## config.mk

```make
export PLATFORM = sky130hd
export DESIGN_NAME = riscv_muldiv
export DESIGN_NICKNAME = d
export VERILOG_FILES = /design/src/rtl/riscv_muldiv.sv
export SDC_FILE = /design/constraint.sdc
export NUM_CORES = 1
export LEC_CHECK = 0
export CAP_MARGIN = 20
export CORE_MARGIN = 10
export CORE_UTILIZATION = 40
export DETAILED_ROUTE_END_ITERATION = 8
export GPL_ROUTABILITY_DRIVEN = 0
export MAX_ROUTING_LAYER = met4
export PLACE_DENSITY = 0.57
export SYNTH_ARGS = -nofsm -noshare
export SYNTH_HDL_FRONTEND = slang
export SYNTH_SLANG_ARGS = --single-unit
```

## constraint.sdc

```tcl
create_clock -name clk -period 14.8 [get_ports clk]
set_clock_uncertainty 0.2 [all_clocks]
set_input_delay 2.96 -clock clk [delete_from_list [all_inputs] [get_ports clk]]
set_output_delay 2.96 -clock clk [all_outputs]
set_load 0.05 [all_outputs]
```

## src/rtl/riscv_muldiv.sv

```systemverilog
// RV32M multiply/divide unit: radix-2 iterative shift-add multiplier and
// restoring divider sharing one 2*DATA_W accumulator, one bit per cycle.
module riscv_muldiv #(
    parameter int unsigned DATA_W = 32
) (
    input  logic              clk,
    input  logic              reset,
    input  logic              start,
    input  logic [2:0]        op,
    input  logic [DATA_W-1:0] rs1_data,
    input  logic [DATA_W-1:0] rs2_data,
    input  logic              kill,
    output logic              busy,
    output logic              valid,
    output logic [DATA_W-1:0] result
);

    localparam int unsigned ACC_W = 2 * DATA_W;
    localparam int unsigned CNT_W = $clog2(DATA_W);

    localparam logic [2:0] OP_MUL    = 3'b000;
    localparam logic [2:0] OP_MULH   = 3'b001;
    localparam logic [2:0] OP_MULHSU = 3'b010;
    localparam logic [2:0] OP_MULHU  = 3'b011;
    localparam logic [2:0] OP_DIV    = 3'b100;
    localparam logic [2:0] OP_DIVU   = 3'b101;
    localparam logic [2:0] OP_REM    = 3'b110;

    typedef enum logic [1:0] {IDLE, CALC, DONE} state_t;

    state_t             state_q, state_d;
    logic [2:0]         op_q, op_d;
    logic               sign1_q, sign1_d;
    logic               sign2_q, sign2_d;
    logic [DATA_W-1:0]  b_q, b_d;
    logic [ACC_W-1:0]   acc_q, acc_d;
    logic [CNT_W-1:0]   cnt_q, cnt_d;
    logic               busy_q, busy_d;
    logic               valid_q, valid_d;
    logic [DATA_W-1:0]  result_q, result_d;

    logic               rs1_neg, rs2_neg, div_zero, div_ovf;
    logic [DATA_W-1:0]  rs1_mag, rs2_mag, special_res;
    logic [DATA_W:0]    mul_sum, div_diff;
    logic [ACC_W-1:0]   step, prod;
    logic [DATA_W-1:0]  quot_s, rem_s, final_res;

    // Operand decode at acceptance: signs, magnitudes and the early-exit divide cases
    always_comb begin
        rs1_neg  = 1'b0;
        rs2_neg  = 1'b0;
        if (op == OP_MULH || op == OP_MULHSU || op == OP_DIV || op == OP_REM)
            rs1_neg = rs1_data[DATA_W-1];
        if (op == OP_MULH || op == OP_DIV || op == OP_REM)
            rs2_neg = rs2_data[DATA_W-1];
        rs1_mag  = rs1_neg ? -rs1_data : rs1_data;
        rs2_mag  = rs2_neg ? -rs2_data : rs2_data;
        div_zero = op[2] && (rs2_data == '0);
        div_ovf  = (op == OP_DIV || op == OP_REM)
                   && (rs1_data == {1'b1, {(DATA_W-1){1'b0}}}) && (rs2_data == '1);
        if (div_zero)
            special_res = op[1] ? rs1_data : '1;
        else
            special_res = op[1] ? '0 : rs1_data;
    end

    // One iteration step: shift-add for multiply, restoring shift-subtract for divide
    always_comb begin
        mul_sum  = {1'b0, acc_q[ACC_W-1:DATA_W]} + {1'b0, (acc_q[0] ? b_q : DATA_W'(0))};
        div_diff = {acc_q[ACC_W-1:DATA_W], acc_q[DATA_W-1]} - {1'b0, b_q};
        if (op_q[2])
            step = div_diff[DATA_W] ? {acc_q[ACC_W-2:0], 1'b0}
                                    : {div_diff[DATA_W-1:0], acc_q[DATA_W-2:0], 1'b1};
        else
            step = {mul_sum, acc_q[DATA_W-1:1]};
    end

    // Sign correction and result select, applied to the final step's accumulator
    always_comb begin
        prod   = (sign1_q ^ sign2_q) ? -step : step;
        quot_s = (sign1_q ^ sign2_q) ? -step[DATA_W-1:0] : step[DATA_W-1:0];
        rem_s  = sign1_q ? -step[ACC_W-1:DATA_W] : step[ACC_W-1:DATA_W];
        case (op_q)
            OP_MUL:                      final_res = prod[DATA_W-1:0];
            OP_MULH, OP_MULHSU, OP_MULHU: final_res = prod[ACC_W-1:DATA_W];
            OP_DIV, OP_DIVU:             final_res = quot_s;
            default:                     final_res = rem_s;
        endcase
    end

    always_comb begin
        state_d  = state_q;
        op_d     = op_q;
        sign1_d  = sign1_q;
        sign2_d  = sign2_q;
        b_d      = b_q;
        acc_d    = acc_q;
        cnt_d    = cnt_q;
        valid_d  = 1'b0;
        result_d = result_q;
        if (kill) begin
            state_d = IDLE;
        end else begin
            case (state_q)
                IDLE: begin
                    if (start) begin
                        op_d    = op;
                        sign1_d = rs1_neg;
                        sign2_d = rs2_neg;
                        b_d     = rs2_mag;
                        acc_d   = {DATA_W'(0), rs1_mag};
                        cnt_d   = '0;
                        if (div_zero || div_ovf) begin
                            state_d  = DONE;
                            result_d = special_res;
                            valid_d  = 1'b1;
                        end else begin
                            state_d = CALC;
                        end
                    end
                end
                CALC: begin
                    acc_d = step;
                    cnt_d = CNT_W'(cnt_q + 1'b1);
                    if (cnt_q == CNT_W'(DATA_W - 1)) begin
                        state_d  = DONE;
                        result_d = final_res;
                        valid_d  = 1'b1;
                    end
                end
                default: state_d = IDLE;
            endcase
        end
        busy_d = (state_d != IDLE);
    end

    always_ff @(posedge clk) begin
        if (!reset) begin
            state_q  <= IDLE;
            op_q     <= '0;
            sign1_q  <= 1'b0;
            sign2_q  <= 1'b0;
            b_q      <= '0;
            acc_q    <= '0;
            cnt_q    <= '0;
            busy_q   <= 1'b0;
            valid_q  <= 1'b0;
            result_q <= '0;
        end else begin
            state_q  <= state_d;
            op_q     <= op_d;
            sign1_q  <= sign1_d;
            sign2_q  <= sign2_d;
            b_q      <= b_d;
            acc_q    <= acc_d;
            cnt_q    <= cnt_d;
            busy_q   <= busy_d;
            valid_q  <= valid_d;
            result_q <= result_d;
        end
    end

    assign busy   = busy_q;
    assign valid  = valid_q;
    assign result = result_q;

endmodule

```

# Word level (Yosys, flattened, before mapping)
# Cells that the tools add are included.
# W data, S select, Z words.
[word_totals]
reg_bits = 142
input_bits = 71
output_inout_bits = 34
wordCells = 89
[op_classes]
addsub = 8
eq_ne = 16
mux = 31
bitwise_logic = 3
n_reduce_logical = 21
[op_table]
columns = ["cell", "n"]
rows = [
  ["$mux W32", 11],
  ["$mux W64", 4],
  ["$neg A32 Y32", 4],
  ["$pmux W64 S2", 1],
  ["$pmux W32 S3", 1],
  ["$eq A32 B32 Y1 const B", 2],
  ["$neg A64 Y64", 1],
  ["$pmux W32 S2", 1],
  ["$add A32 B32 Y33", 1],
  ["$sub A33 B32 Y33", 1],
  ["$logic_not A32 Y1", 1],
  ["$eq A3 B3 Y1 const B", 4],
  ["$pmux W5 S2", 1],
  ["$eq A3 B2 Y1 const B", 3],
  ["$mux W2", 4],
  ["$logic_or A1 B1 Y1", 7],
  ["$eq A3 B1 Y1 const B", 2],
  ["$ne A2 B2 Y1 const B", 3],
  ["$reduce_and A3 Y1", 2],
  ["$add A5 B1 Y5 const B", 1],
  ["$eq A5 B5 Y1 const B", 1],
  ["$mux W1", 5],
  ["$mux W5", 1],
  ["$reduce_and A5 Y1", 1],
  ["other kinds (11)", 16],
]

# Depth between registers and ports, before layout
[logic_depth]
ltp_word = 10
ltp_mapped = 25
ltp_nobuf = 25

# Least setup slack after synthesis
# Ideal clock, no wire load.
[synth_timing]
path_type = "input port to flip-flop"
startpoint = "input rs1_data[6]"
endpoint = "register result_q[29] (netlist: result[29])"
arrival_ns = 6.057
t_required_ns = 14.471
path_slack_ns = 8.415
path_stages = 12
path_cell_list = "or4_1 > or3_1 > or3_1 > or4_1 > nor3_2 > nand2_1 > o22ai_1 > o21ai_1 > a21oi_2 > o21ai_0 > a2111oi_2 > nor3_1"
[synth_between]
elab_chain_cells = 6
[synth_lines]
columns = ["item", "line", "text"]
rows = [
  ["start, declared", "10", "input logic [DATA_W-1:0] rs1_data,"],
  ["$eq A32 B32 Y1", "60", "&& (rs1_data == {1'b1, {(DATA_W-1){1'b0}}}) && (rs2_data == '1);"],
  ["$logic_and A1 B1 Y1 (2 in series)", "60", ""],
  ["$logic_or A1 B1 Y1", "113", "if (div_zero || div_ovf) begin"],
  ["$ne A2 B2 Y1 (no line)", "--", ""],
  ["$reduce_and A5 Y1 (no line)", "--", ""],
  ["end signal, assigned", "159", "result_q <= result_d;"],
  ["end, declared", "40", "logic [DATA_W-1:0] result_q, result_d;"],
]
# No other way between the ends.
# A chain may end at the register's enable or synchronous reset.

# Final worst setup path
[layout_timing]
startpoint = "input rs1_data[6]"
endpoint = "register result_q[5] (netlist: result[5])"
# Same word-level chain as after synthesis.

==> results.txt <==
CP max FO: 28
CP Depth: 15
vias: 17700
FMAX: 0.140 GHz
syn_area_per_cell: 7.12 um^2
Worst-Skew Late Latency: 0.47 ns
fin util: 45.2%
Reg power frac: 32.1%
Area growth, synth to finish: 12.4%
Final Hold Vio Count: 0
# hold bufs at CTS: 0
Post CTS Setup Buffer Count: 0
peak supply drop: 0.0000889 V
worst r2r src: acc_q[31]
simple-gate area share of the yosys netlist: 25.1%
dpl hpwl: 50200 um
Congestion Overflow GR: 0
Post-Synth Adder-Cell Area: 7.09%
clk slew on worst S/H paths: 0.07 ns
final setup vio count: 0
post-synthesis compound-gate area fraction: 31.6%
WS Path Type: input pin to flop
Post-synth ARST share: 0%
Gate power share: 33.8%
cell area after synthesis: 15900 um^2
XOR/XNOR Fraction of Synth Area: 9.79%
P_leak: 0.00645 uW
number of synthesized register bits: 142
FP Rows: 73
maxcap violations: 0
crit-path max cell delay: 0.59 ns
Tightest Pin Transition: 1.10 ns
filler cell count in the final layout: 4071
switching pwr: 527 uW
Seq/Total Area, Yosys: 17.9%
Starting Density: 40.2%
clock group share of total power: 34.1%
hold_sp: cnt_q[4]
Power Density: 73.5 nW/um^2
startpoint types: input pin
worst-case reg-to-reg path depth: 20
Crit. End Element: flop
Synth Instances: 2236
Cell Int Power: 788 uW
core area: 39500 um^2
Relative slew margins: 26.9%
Yosys top cell area share: 17.9%
period utilisation layout: 48.3%
Total GRT Usage: 27.3%
reg-to-reg endpoint: result[12]
Crit path arrival time: 7.30 ns
WL final: 65600 um
worst-path cell chain: clkdlybuf4s50_1 -> or4_1 -> or3_1 -> or3_1 -> or4_1 -> nor3_2 -> nand2_1 -> o22ai_1 -> o21ai_1 -> a21oi_2 -> buf_4 -> nand2_1 -> a221oi_1 -> o21ai_0 -> and3_1
final cell count without fillers: 2787
Root Buffer: clkbuf_16
H-tree depth: 4
DRT antenna net count: 0
CTS buffer count: 17
Sw Share: 40.1%
Tmin final: 7.15 ns
initial antenna violation count: 1
CTS tree: yes
final slew viol count: 0
largest cells by area after synthesis: dfxtp_1, a21oi_1, nor2_1
outcome: finished clean
Synth cell types: 105
global-route wire length before repair: 99300 um
drt first pass iters: 6
WL/cell: 23.6 um
WHS Endpoint: cnt_q[4]
vias in the first global route: 16100
vias per std cell: 6.35
Hold Crit Depth: 2
Setup TNS: 0 ns
Port Buffer Count: 104
Synth Flop Type: dfxtp_1
Synthesis Warnings: 0
Die Area: 48200 um^2
commonest non-fill, non-tap cells in the layout: nor2_1, a21oi_1, nand2_1, dfxtp_1, o21ai_0
Synth area leader: dfxtp_1
RSZ-0062 raised after global routing: false
Top delay family on crit path: simple AND/OR/NAND/NOR gates
internal reg-to-reg setup slack: 7.66 ns
Longest Clk Path Bufs: 2
share of cells above drive strength 1: 6.72%
placed cell count: 2753
1st-iter DRT viols: 2041
Crit-path slowest cell: or4_1
die width: 219 um
worst path bufs/invs: 2
Final nets: 2392
CTS resizes: 0
crit path from: rs1_data[6]
mux cell area share after synthesis: 3.11%
WP data required: 14.96 ns
Post-synth EDFFs: 0
Clock Sinks: 142
most common cell after layout, fill and taps aside: nor2_1
worst min path class: flop to flop
DRC viols: 0
die height: 219 um
hold_ws: 0.258 ns
largest family of logic cells by synthesized area: compound AO/OA/AOI/OAI gates
Boundary Pins: 105
Syn Nets: 2380
pin count of the biggest net entering global routing: 99
## power groups by stage
stage	combinational (uW)	clock (uW)	sequential (uW)
floorplan	290	0	423
global route	477	471	424
global placement	426	0	431
detailed placement	429	0	431
CTS	431	450	422
finish	444	449	422
## sequential cells by signal, summed over array words and instances, names as in the netlist
name,cells
acc_q,64
b_q,32
result,32
cnt_q,5
op_q,3
state_q,2
busy,1
sign1_q,1
sign2_q,1
valid,1
## cells in the mapped netlist, types with 13 or more instances
master / n
clkbuf_1: 104
or4_1: 13
or3_1: 34
nand3_1: 43
nor4_1: 24
ha_1: 71
maj3_1: 20
a22oi_1: 28
and2_1: 43
o21a_1: 18
xnor2_1: 99
nand4_1: 39
nor2_1: 257
inv_1: 67
nor3_1: 58
a211oi_1: 78
o221ai_1: 14
dfxtp_1: 142
o211ai_1: 34
a21oi_1: 209
o21ai_0: 127
buf_2: 20
o21ai_1: 20
a221oi_1: 14
nand2_1: 203
mux2i_1: 36
o31ai_1: 25
xor2_1: 79
nor2b_1: 18
a21o_1: 17
a31oi_1: 32
## final cells by class
cell class                 count  area [um^2]  share of cell area [%]
sequential                   142         2850                    15.9
clock buffer                  17          425                    2.38
antenna                        1         2.50                  0.0140
timing repair buffer         133         1280                    7.15
tap                          525          657                    3.67
clock inverter                15          155                   0.867
multi-input combinational   1885        12300                    68.6
inverter                      69          260                    1.45
## through the flow
step	setup slack (ns)	area, um^2	power, uW
2_1_floorplan	8.41	15900	712
3_3_place_gp	7.41	17300	856
3_5_place_dp	7.28	17300	860
4_1_cts	7.74	17900	1300
5_1_grt	7.42	17900	1370
6_report	7.65	17900	1310
## worst max-delay path by stage
| stage | endpoint | slack, ns |
|---|---|---|
| floorplan | result[29] | 8.41 |
| global placement | result[5] | 7.41 |
| detailed placement | result[5] | 7.28 |
| CTS | result[5] | 7.74 |
| global route | result[5] | 7.42 |
| finish | result[5] | 7.65 |
## worst min-delay path, stage by stage, from the launching register on
cell and delay [ns]:
dfxtp_1 0.31, nand2_1 0.05, a21oi_1 0.05
## cells by family (layout without fill, tap and decap cells)
family,Yosys count,after routing
and+or+nand+nor,814,814
AOI/OAI and AO/OA,752,752
buffers and inverters,209,234
xor gates and xnor gates,178,178
DFF,142,142
adders and majority gates,93,93
muxes,48,48
other,0,1
## metal layers
layer  vias up  part of all wire, %  global-route usage, %
li1       8310                    -                      -
met1      8428                   45                   36.5
met2       837                   43                   40.1
met3       125                  9.0                   5.84
met4         0                  3.1                   8.94
met5         -                    0                      -
Power figures use the tool's default switching activity.
